$ cat src/rtl/tmds_pkg.sv
// Shared TMDS definitions: control-token symbols (common with the encoder)
// and the word-alignment FSM state encoding.
package tmds_pkg;

  // Control tokens sent during blanking, indexed by their 2-bit value.
  localparam logic [9:0] CTRL_TOKEN_00 = 10'b1101010100;
  localparam logic [9:0] CTRL_TOKEN_01 = 10'b0010101011;
  localparam logic [9:0] CTRL_TOKEN_10 = 10'b0101010100;
  localparam logic [9:0] CTRL_TOKEN_11 = 10'b1010101011;

  // Word-alignment FSM states.
  typedef enum logic [1:0] {
    ST_SEARCH = 2'd0,
    ST_SLIP   = 2'd1,
    ST_LOCKED = 2'd2
  } tmds_state_e;

endpackage

$ cat src/rtl/tmds_symbol_decode.sv
// Combinational 10b->8b TMDS symbol decode plus control-token recognition.
// Only exact matches against the four tokens count as control symbols.
module tmds_symbol_decode
  import tmds_pkg::*;
(
  input  logic [9:0] i_sym,
  output logic [7:0] o_data,
  output logic       o_is_ctrl,
  output logic [1:0] o_ctrl
);

  logic [7:0] w_d;

  // Undo the optional inversion signalled by bit 9.
  assign w_d = i_sym[9] ? ~i_sym[7:0] : i_sym[7:0];

  // Undo the XOR (bit 8 = 1) or XNOR (bit 8 = 0) transition chain.
  always_comb begin
    o_data    = 8'h00;
    o_data[0] = w_d[0];
    for (int i = 1; i < 8; i++) begin
      o_data[i] = i_sym[8] ? (w_d[i] ^ w_d[i-1]) : ~(w_d[i] ^ w_d[i-1]);
    end
  end

  // Exact match against the control-token table.
  always_comb begin
    o_is_ctrl = 1'b1;
    o_ctrl    = 2'b00;
    case (i_sym)
      CTRL_TOKEN_00: o_ctrl = 2'b00;
      CTRL_TOKEN_01: o_ctrl = 2'b01;
      CTRL_TOKEN_10: o_ctrl = 2'b10;
      CTRL_TOKEN_11: o_ctrl = 2'b11;
      default:       o_is_ctrl = 1'b0;
    endcase
  end

endmodule

$ cat src/rtl/tmds_decoder.sv
// TMDS channel decoder with word-boundary search.
// Stage 1 registers the decoded symbol and token flags; the alignment FSM
// works on the stage-1 flags; stage 2 registers DATA/CTRL/VDE, gated by lock.
// BITSLIP is a combinational pulse from registered state: it is high only
// during the final SEARCH cycle before the move to SLIP, so it never overlaps
// SLIP or LOCKED.
module tmds_decoder
  import tmds_pkg::*;
#(
  parameter int CTRL_RUN       = 8,
  parameter int SEARCH_TIMEOUT = 1024,
  parameter int SLIP_WAIT      = 16,
  parameter int MAX_GAP        = 4095
) (
  input  logic        PIXCLK,
  input  logic        RST_N,
  input  logic [9:0]  TMDSencDATA,
  output logic [7:0]  DATA,
  output logic [1:0]  CTRL,
  output logic        VDE,
  output logic        LOCKED,
  output logic        BITSLIP,
  output tmds_state_e o_dbg_state
);

  localparam int MAX_AB = (CTRL_RUN > SEARCH_TIMEOUT) ? CTRL_RUN : SEARCH_TIMEOUT;
  localparam int MAX_CD = (SLIP_WAIT > MAX_GAP) ? SLIP_WAIT : MAX_GAP;
  localparam int MAXP   = (MAX_AB > MAX_CD) ? MAX_AB : MAX_CD;
  localparam int CW     = $clog2(MAXP + 1);

  logic [7:0]  w_data;
  logic        w_is_ctrl;
  logic [1:0]  w_ctrl;
  logic [7:0]  r_data1;
  logic        r_is_ctrl1;
  logic [1:0]  r_ctrl1;
  tmds_state_e r_state;
  tmds_state_e w_next;
  logic [CW-1:0] r_run;
  logic [CW-1:0] r_timer;
  logic [CW-1:0] w_run_nxt;
  logic [CW-1:0] w_timer_nxt;
  logic        w_bitslip;

  tmds_symbol_decode u_dec (
    .i_sym     (TMDSencDATA),
    .o_data    (w_data),
    .o_is_ctrl (w_is_ctrl),
    .o_ctrl    (w_ctrl)
  );

  // Stage 1: capture the decoded symbol and its token classification.
  always_ff @(posedge PIXCLK or negedge RST_N) begin
    if (!RST_N) begin
      r_data1    <= 8'h00;
      r_is_ctrl1 <= 1'b0;
      r_ctrl1    <= 2'b00;
    end else begin
      r_data1    <= w_data;
      r_is_ctrl1 <= w_is_ctrl;
      r_ctrl1    <= w_ctrl;
    end
  end

  // Alignment FSM state and counter registers.
  always_ff @(posedge PIXCLK or negedge RST_N) begin
    if (!RST_N) begin
      r_state <= ST_SEARCH;
      r_run   <= '0;
      r_timer <= '0;
    end else begin
      r_state <= w_next;
      r_run   <= w_run_nxt;
      r_timer <= w_timer_nxt;
    end
  end

  // Next-state logic; r_timer doubles as the gap counter while locked.
  always_comb begin
    w_next      = r_state;
    w_run_nxt   = r_run;
    w_timer_nxt = r_timer;
    w_bitslip   = 1'b0;
    case (r_state)
      ST_SEARCH: begin
        w_timer_nxt = r_timer + 1'b1;
        w_run_nxt   = r_is_ctrl1 ? r_run + 1'b1 : '0;
        if (r_is_ctrl1 && (r_run == CW'(CTRL_RUN - 1))) begin
          w_next      = ST_LOCKED;
          w_run_nxt   = '0;
          w_timer_nxt = '0;
        end else if (r_timer == CW'(SEARCH_TIMEOUT - 1)) begin
          w_bitslip   = 1'b1;
          w_next      = ST_SLIP;
          w_run_nxt   = '0;
          w_timer_nxt = '0;
        end
      end
      ST_SLIP: begin
        if (r_timer == CW'(SLIP_WAIT - 1)) begin
          w_next      = ST_SEARCH;
          w_run_nxt   = '0;
          w_timer_nxt = '0;
        end else begin
          w_timer_nxt = r_timer + 1'b1;
        end
      end
      ST_LOCKED: begin
        if (r_is_ctrl1) begin
          w_timer_nxt = '0;
        end else if (r_timer == CW'(MAX_GAP - 1)) begin
          w_next      = ST_SEARCH;
          w_run_nxt   = '0;
          w_timer_nxt = '0;
        end else begin
          w_timer_nxt = r_timer + 1'b1;
        end
      end
      default: begin
        w_next      = ST_SEARCH;
        w_run_nxt   = '0;
        w_timer_nxt = '0;
      end
    endcase
  end

  // Stage 2: decoded outputs, forced to idle whenever not locked.
  always_ff @(posedge PIXCLK or negedge RST_N) begin
    if (!RST_N) begin
      DATA <= 8'h00;
      CTRL <= 2'b00;
      VDE  <= 1'b0;
    end else if (r_state != ST_LOCKED) begin
      DATA <= 8'h00;
      CTRL <= 2'b00;
      VDE  <= 1'b0;
    end else if (r_is_ctrl1) begin
      DATA <= 8'h00;
      CTRL <= r_ctrl1;
      VDE  <= 1'b0;
    end else begin
      DATA <= r_data1;
      VDE  <= 1'b1;
    end
  end

  assign LOCKED      = (r_state == ST_LOCKED);
  assign BITSLIP     = w_bitslip;
  assign o_dbg_state = r_state;

endmodule

$ cat config.mk
export PLATFORM = sky130hd
export DESIGN_NAME = tmds_decoder
export DESIGN_NICKNAME = d
export VERILOG_FILES = /design/src/rtl/tmds_pkg.sv /design/src/rtl/tmds_symbol_decode.sv /design/src/rtl/tmds_decoder.sv
export SDC_FILE = /design/constraint.sdc
export NUM_CORES = 1
export LEC_CHECK = 0
export CORE_MARGIN = 4
export CORE_UTILIZATION = 25
export DETAILED_ROUTE_END_ITERATION = 10
export HOLD_SLACK_MARGIN = 0.12
export SLEW_MARGIN = 20
export SYNTH_ARGS = -nofsm -noshare
export SYNTH_HDL_FRONTEND = slang
export SYNTH_SLANG_ARGS = --single-unit
$ cat constraint.sdc
create_clock -name PIXCLK -period 1.9 [get_ports PIXCLK]
set_input_delay 0.38 -clock PIXCLK [delete_from_list [all_inputs] [get_ports PIXCLK]]
set_output_delay 0.38 -clock PIXCLK [all_outputs]
set_load 0.03 [all_outputs]
# After elaboration in Yosys (flattened, before gate mapping)
# Index checks and enable logic that the tools add are counted.
[word_totals]
reg_bits = 48
word_cells = 85
[op_classes]
muxes = 38
addsub = 2
n_eq_ne = 15
n_reduce_logical = 6
n_bitwise = 15
[op_table]
columns = ["op", "n"]
rows = [
  ["12-bit 2-to-1 mux", 11],
  ["12-bit one-hot mux with 3 select lines", 2],
  ["12-bit by 1-bit adder with 12-bit output (second input constant)", 2],
  ["8-bit 2-to-1 mux", 3],
  ["10-bit == test (second input constant)", 2],
  ["2-bit 2-to-1 mux", 7],
  ["1-bit 2-to-1 mux", 13],
  ["12-bit by 10-bit == test with 1-bit output (second input constant)", 1],
  ["12-bit == test (second input constant)", 1],
  ["12-bit by 3-bit == test with 1-bit output (second input constant)", 1],
  ["12-bit by 4-bit == test with 1-bit output (second input constant)", 1],
  ["2-bit one-hot mux with 3 select lines", 2],
  ["10-bit by 8-bit == test with 1-bit output (second input constant)", 1],
  ["10-bit by 9-bit == test with 1-bit output (second input constant)", 1],
  ["8-bit NOT", 1],
  ["1-bit NOT", 7],
  ["1-bit bitwise XOR", 7],
  ["2-bit != test (second input constant)", 3],
  ["4-bit AND reduction", 1],
  ["4-bit OR reduction", 1],
  ["3-bit != test (second input constant)", 1],
  ["3-bit AND reduction", 1],
  ["2-bit by 1-bit == test with 1-bit output (second input constant)", 1],
  ["2-bit == test (second input constant)", 1],
  ["other kinds (4)", 4],
]

# Longest topological paths before layout
# Gate-level depths: netlist (run 1).
[depth]
word_depth = 5
ltp_mapped = 7

# Cells and area by module
# A second synthesis (run 1) with hierarchy kept.
[hier_totals]
hier_cells = 211
area_unflattened_um2 = 2259.7
[modules_own_cells]
columns = ["mod", "cells_each", "instances", "area_per_inst_um2"]
rows = [
  ["tmds_decoder", 189, 1, 2060.7],
  ["tmds_symbol_decode", 22, 1, 198.9],
]

# Least setup slack after synthesis (run 1)
# Ideal clock, no wire load.
[synth_timing]
path_kind = "register to output"
from = "reg r_run[0]"
to = "out BITSLIP"
path_stages_with_launch = 6
path_buffers = 1
slack_ns = -0.286
arrival_ns = 1.806
path_cell_list = "dfrtp_1 -> ha_1 -> and4b_1 -> a311oi_1 -> clkbuf_1 -> and2_1"
[synth_between]
elab_chain_len = 4
[synth_lines]
columns = ["element", "line", "rtl"]
rows = [
  ["from (decl)", "tmds_decoder.sv:39", "logic [CW-1:0] r_run;"],
  ["from (signal assigned)", "tmds_decoder.sv:73", "r_run <= w_run_nxt;"],
  ["12-bit by 3-bit == test with 1-bit output", "tmds_decoder.sv:88", "if (r_is_ctrl1 && (r_run == CW'(CTRL_RUN - 1))) begin"],
  ["1-bit logical AND", "tmds_decoder.sv:88", ""],
  ["1-bit 2-to-1 mux", "tmds_decoder.sv:88", ""],
  ["1-bit 2-to-1 mux", "tmds_decoder.sv:84", "case (r_state)"],
  ["to (decl)", "tmds_decoder.sv:22", "output logic BITSLIP,"],
]
# No other way between the ends.

# Worst setup path in the final report (run 1)
[layout_timing]
from = "reg r_timer[10]"
to = "out BITSLIP"
[layout_between]
elab_chain_len = 4
[layout_lines]
columns = ["element", "line", "rtl"]
rows = [
  ["from (decl)", "tmds_decoder.sv:40", "logic [CW-1:0] r_timer;"],
  ["from (signal assigned)", "tmds_decoder.sv:74", "r_timer <= w_timer_nxt;"],
  ["12-bit by 10-bit == test with 1-bit output", "tmds_decoder.sv:92", "end else if (r_timer == CW'(SEARCH_TIMEOUT - 1)) begin"],
  ["1-bit 2-to-1 mux", "tmds_decoder.sv:92", ""],
  ["1-bit 2-to-1 mux", "tmds_decoder.sv:88", ""],
  ["1-bit 2-to-1 mux", "tmds_decoder.sv:84", ""],
]
# No other way between the ends.

==> results of run 1 <==
[power by group]
group | internal (mW) | switching [mW] | total, mW
Combinational | 0.0451 | 0.0483 | 0.0934
Clock | 0.530 | 0.360 | 0.890
Sequential | 1.04 | 0.00370 | 1.05
[per-stage QoR]
stage          cells  util, %  hold slack [ns]  TNS (ns)
3_3_place_gp     410     32.8            0.431    -0.293
3_5_place_dp     410     32.8            0.435    -0.320
4_1_cts          418     34.4            0.179    -0.788
6_report         419     34.8            0.151     -2.04
5_1_grt          419     34.8            0.218     -3.29
2_1_floorplan    228        -           0.0844   -0.0167
[state kept, by name, indices dropped and copies added (netlist names)]
signal	cells
DATA	8
o_dbg_state	2
CTRL	2
r_run	12
r_timer	12
r_is_ctrl1	1
r_ctrl1	2
VDE	1
r_data1	8
[synthesized netlist by cell type]
| master | number | area (um^2) |
|---|---|---|
| nand2_1 | 13 | 48.8 |
| nand4_1 | 3 | 18.8 |
| nor3_1 | 6 | 30.0 |
| nor2_1 | 18 | 67.6 |
| nor3b_1 | 1 | 7.51 |
| a31oi_1 | 13 | 81.3 |
| o21ba_2 | 1 | 10.0 |
| nor4_1 | 9 | 56.3 |
| o22ai_1 | 1 | 6.26 |
| buf_2 | 3 | 15.0 |
| and3_1 | 2 | 12.5 |
| o221ai_1 | 3 | 26.3 |
| a21o_1 | 1 | 7.51 |
| nand3b_1 | 5 | 37.5 |
| or3b_1 | 1 | 8.76 |
| o41a_2 | 1 | 12.5 |
| or4_1 | 1 | 7.51 |
| xnor2_1 | 16 | 140 |
| ha_1 | 9 | 113 |
| clkbuf_1 | 5 | 18.8 |
| mux2i_1 | 3 | 30.0 |
| a311oi_1 | 2 | 17.5 |
| inv_1 | 17 | 63.8 |
| or4_4 | 1 | 11.3 |
| o21ai_0 | 2 | 10.0 |
| and2_1 | 9 | 56.3 |
| nand3_2 | 2 | 20.0 |
| dfrtp_1 | 48 | 1200 |
| xor2_1 | 6 | 52.6 |
| nand4b_1 | 1 | 8.76 |
| a211oi_1 | 2 | 15.0 |
| o31ai_1 | 1 | 7.51 |
| nand2b_1 | 3 | 18.8 |
| nand3_1 | 11 | 55.1 |
| buf_6 | 1 | 11.3 |
| a221oi_2 | 1 | 15.0 |
| and4b_1 | 2 | 20.0 |
| or3_1 | 3 | 18.8 |
| o2111ai_1 | 1 | 8.76 |
[routing by layer]
layer  part of all wire, %  GRT usage, %
met5                     0             0
met1                    48          12.6
met3                   5.0          2.27
met4                  0.97          3.09
met2                    45          14.9
[path summary, 6_finish.rpt]
| path | startpoint | depth (start not counted) | endpoint | slack [ns] |
|---|---|---|---|---|
| max | r_timer[10]$_DFF_PN0_ | 5 | BITSLIP | -0.33 |
| max in group asynchronous | RST_N | 2 | r_run[4]$_DFFE_PN0P_ | 1.32 |
| min | RST_N | 2 | r_run[7]$_DFFE_PN0P_ | 0.15 |
| max reg2reg | r_timer[0]$_DFF_PN0_ | 8 | r_timer[10]$_DFF_PN0_ | -0.18 |
| min in group PIXCLK | r_data1[2]$_DFF_PN0_ | 1 | DATA[2]$_DFF_PN0_ | 0.45 |
| min reg2reg | r_data1[2]$_DFF_PN0_ | 1 | DATA[2]$_DFF_PN0_ | 0.45 |
[final cells by class]
| class | instances | area share, % |
|---|---|---|
| Inverter | 17 | 1.99 |
| Clock inverter | 3 | 2.14 |
| Tap cell | 129 | 5.02 |
| Sequential cell | 48 | 37.4 |
| Timing Repair Buffer | 63 | 17.1 |
| Clock buffer | 5 | 2.14 |
| Multi-Input combinational cell | 154 | 34.3 |
[kinds of logic after synthesis]
kind of cell / synth area share [%]
compound gates: 9.20
xor+xnor: 8.14
fa+ha+maj: 4.76
buf+inv: 4.60
flops: 50.7
mux: 1.27
simple gates: 21.3
[what timing repair did]
| action | CTS | global route |
|---|---|---|
| pin swaps | 1 | 0 |
| resized for setup | 3 | 6 |
| setup endpoints to repair | 12 | 23 |
| setup buffers | 0 | 1 |
| hold endpoints to repair | 0 | 0 |
| cloned | 0 | 0 |
[worst register-to-register path: cells and delay by family, from the launching register on]
kind                     cells  cell delay (ns)
buffers and inverters        3             0.39
flip-flops                   1             0.41
AO/OA/AOI/OAI                1             0.42
adder cells (fa/ha/maj)      1             0.17
AND/OR/NAND/NOR              3             0.58
==> impl_metrics.yaml, run 1 <==
drt:
  vias: 1858
  drtIter0Drc: 70
  routed_wl_um: 5050
  drc: 0
  drtPass1Iterations: 4
  avgViaCountPerCell: 4.43
  ant_nets: 0
  post_drt_wl_per_cell_um: 12.1
die:
  core-area_um2: 9240
  start_util_pct: 25.6
  die_w_um: 105
  dieHeight_um: 105
  num_rows: 35
  io_pins: 27
  die_area_um2: 11100
worst_setup_path:
  critPathMaxFanout: 2
  path_delay_family: "simple AND/OR/NAND/NOR gates"
  crit_slowest_cell: "or4_4"
  cp-end-kind: "output pin"
  crit_buf_inv: 2
  cp_slowest_stage_delay_ns: 0.44
  arrival_ns: 1.85
  crit_path_start_kind: "register"
  cp.required_ns: 1.52
  crit_type: "reg -> out"
  cp_cell_sequence: "or3b_4 > or4_4 > inv_2 > and2_4 > buf_6"
grt:
  grt_pass1_wl_um: 8620
  antenna_found_initial: 0
  overflow: 0
  track_usage_pct: 9.42
  grt_pass1_vias: 1809
  grt_max_degree: 49
synth:
  synth_seq_area_share_pct: 50.7
  syn-num-nets: 249
  avgSynthCellArea_um2: 10.4
  synth_seq_cells: 48
  synth_area_um2: 2370
  yosysWarnings: 0
  synth_cells: 228
  yosys.cell_types.count: 39
timing:
  period_needed_ns: 2.23
  grt_setup_unrepaired: "yes"
  clock_skew_ns: 0.0115
  max_freq_ghz: 0.448
  period_share_pct: 118
  slew_headroom_pct: 60.0
  worst_pin_slew_ns: 0.601
  slew_violations: 0
  setup_viol: 12
  timing.final.ws_setup_ns: -0.333
  hold_violations: 0
cells_and_area:
  final_common_cell: "dfrtp_1"
  seqCellArea_um2: 1200
  areaGrowthSynthToFinish_pct: 35.8
  nNetsFinal: 310
  fin_area_um2: 3210
  fill_cells: 933
  final_cell_mix: "48 x dfrtp_1, 35 x buf_4, 23 x clkdlybuf4s50_1"
  multi_input_area_um2: 1100
  n_antenna_cell: 0
  drive_gt1_share_pct: 20.7
clock_network:
  root_buffer: "clkbuf_8"
  clk_pin_slew_ns: 0.09
  insertion_delay_ns: 0.30
  clock_sinks: 48
  ctsHoldBuffers: 0
  cts_tree: "done"
  clk_path_buf_depth: 2
  cts_htree_levels: 2
  numCtsBuffers: 5
job:
  maxCapViolCount: 0
power:
  power_leakage_nw: 1.38
  peakVddDrop_mv: 0.311
  powerDensity_nw_per_um2: 632
  p_total_mw: 2.03
placement:
  gp_congestion: 0.848
  dp_worst_setup_slack_ns: -0.0423
  dp_hpwl_um: 3650
  port_buffers: 26
  place_area_um2: 3030
hold_path:
  hold_class: "in -> async"
run_status:
  status: "complete, but fails checks"
  failed_checks: "negative setup slack"
Power figures use the tool's default switching activity.
==> run 2: changes to the inputs <==
--- a/config.mk
+++ b/config.mk
@@ -5,6 +5,7 @@
 export SDC_FILE = /design/constraint.sdc
 export NUM_CORES = 1
 export LEC_CHECK = 0
+export ABC_CLOCK_PERIOD_IN_PS = 1900
 export CORE_MARGIN = 4
 export CORE_UTILIZATION = 25
 export DETAILED_ROUTE_END_ITERATION = 10
==> results of run 2 <==
Final layout, timing and power as in run 1 (identical DEF).
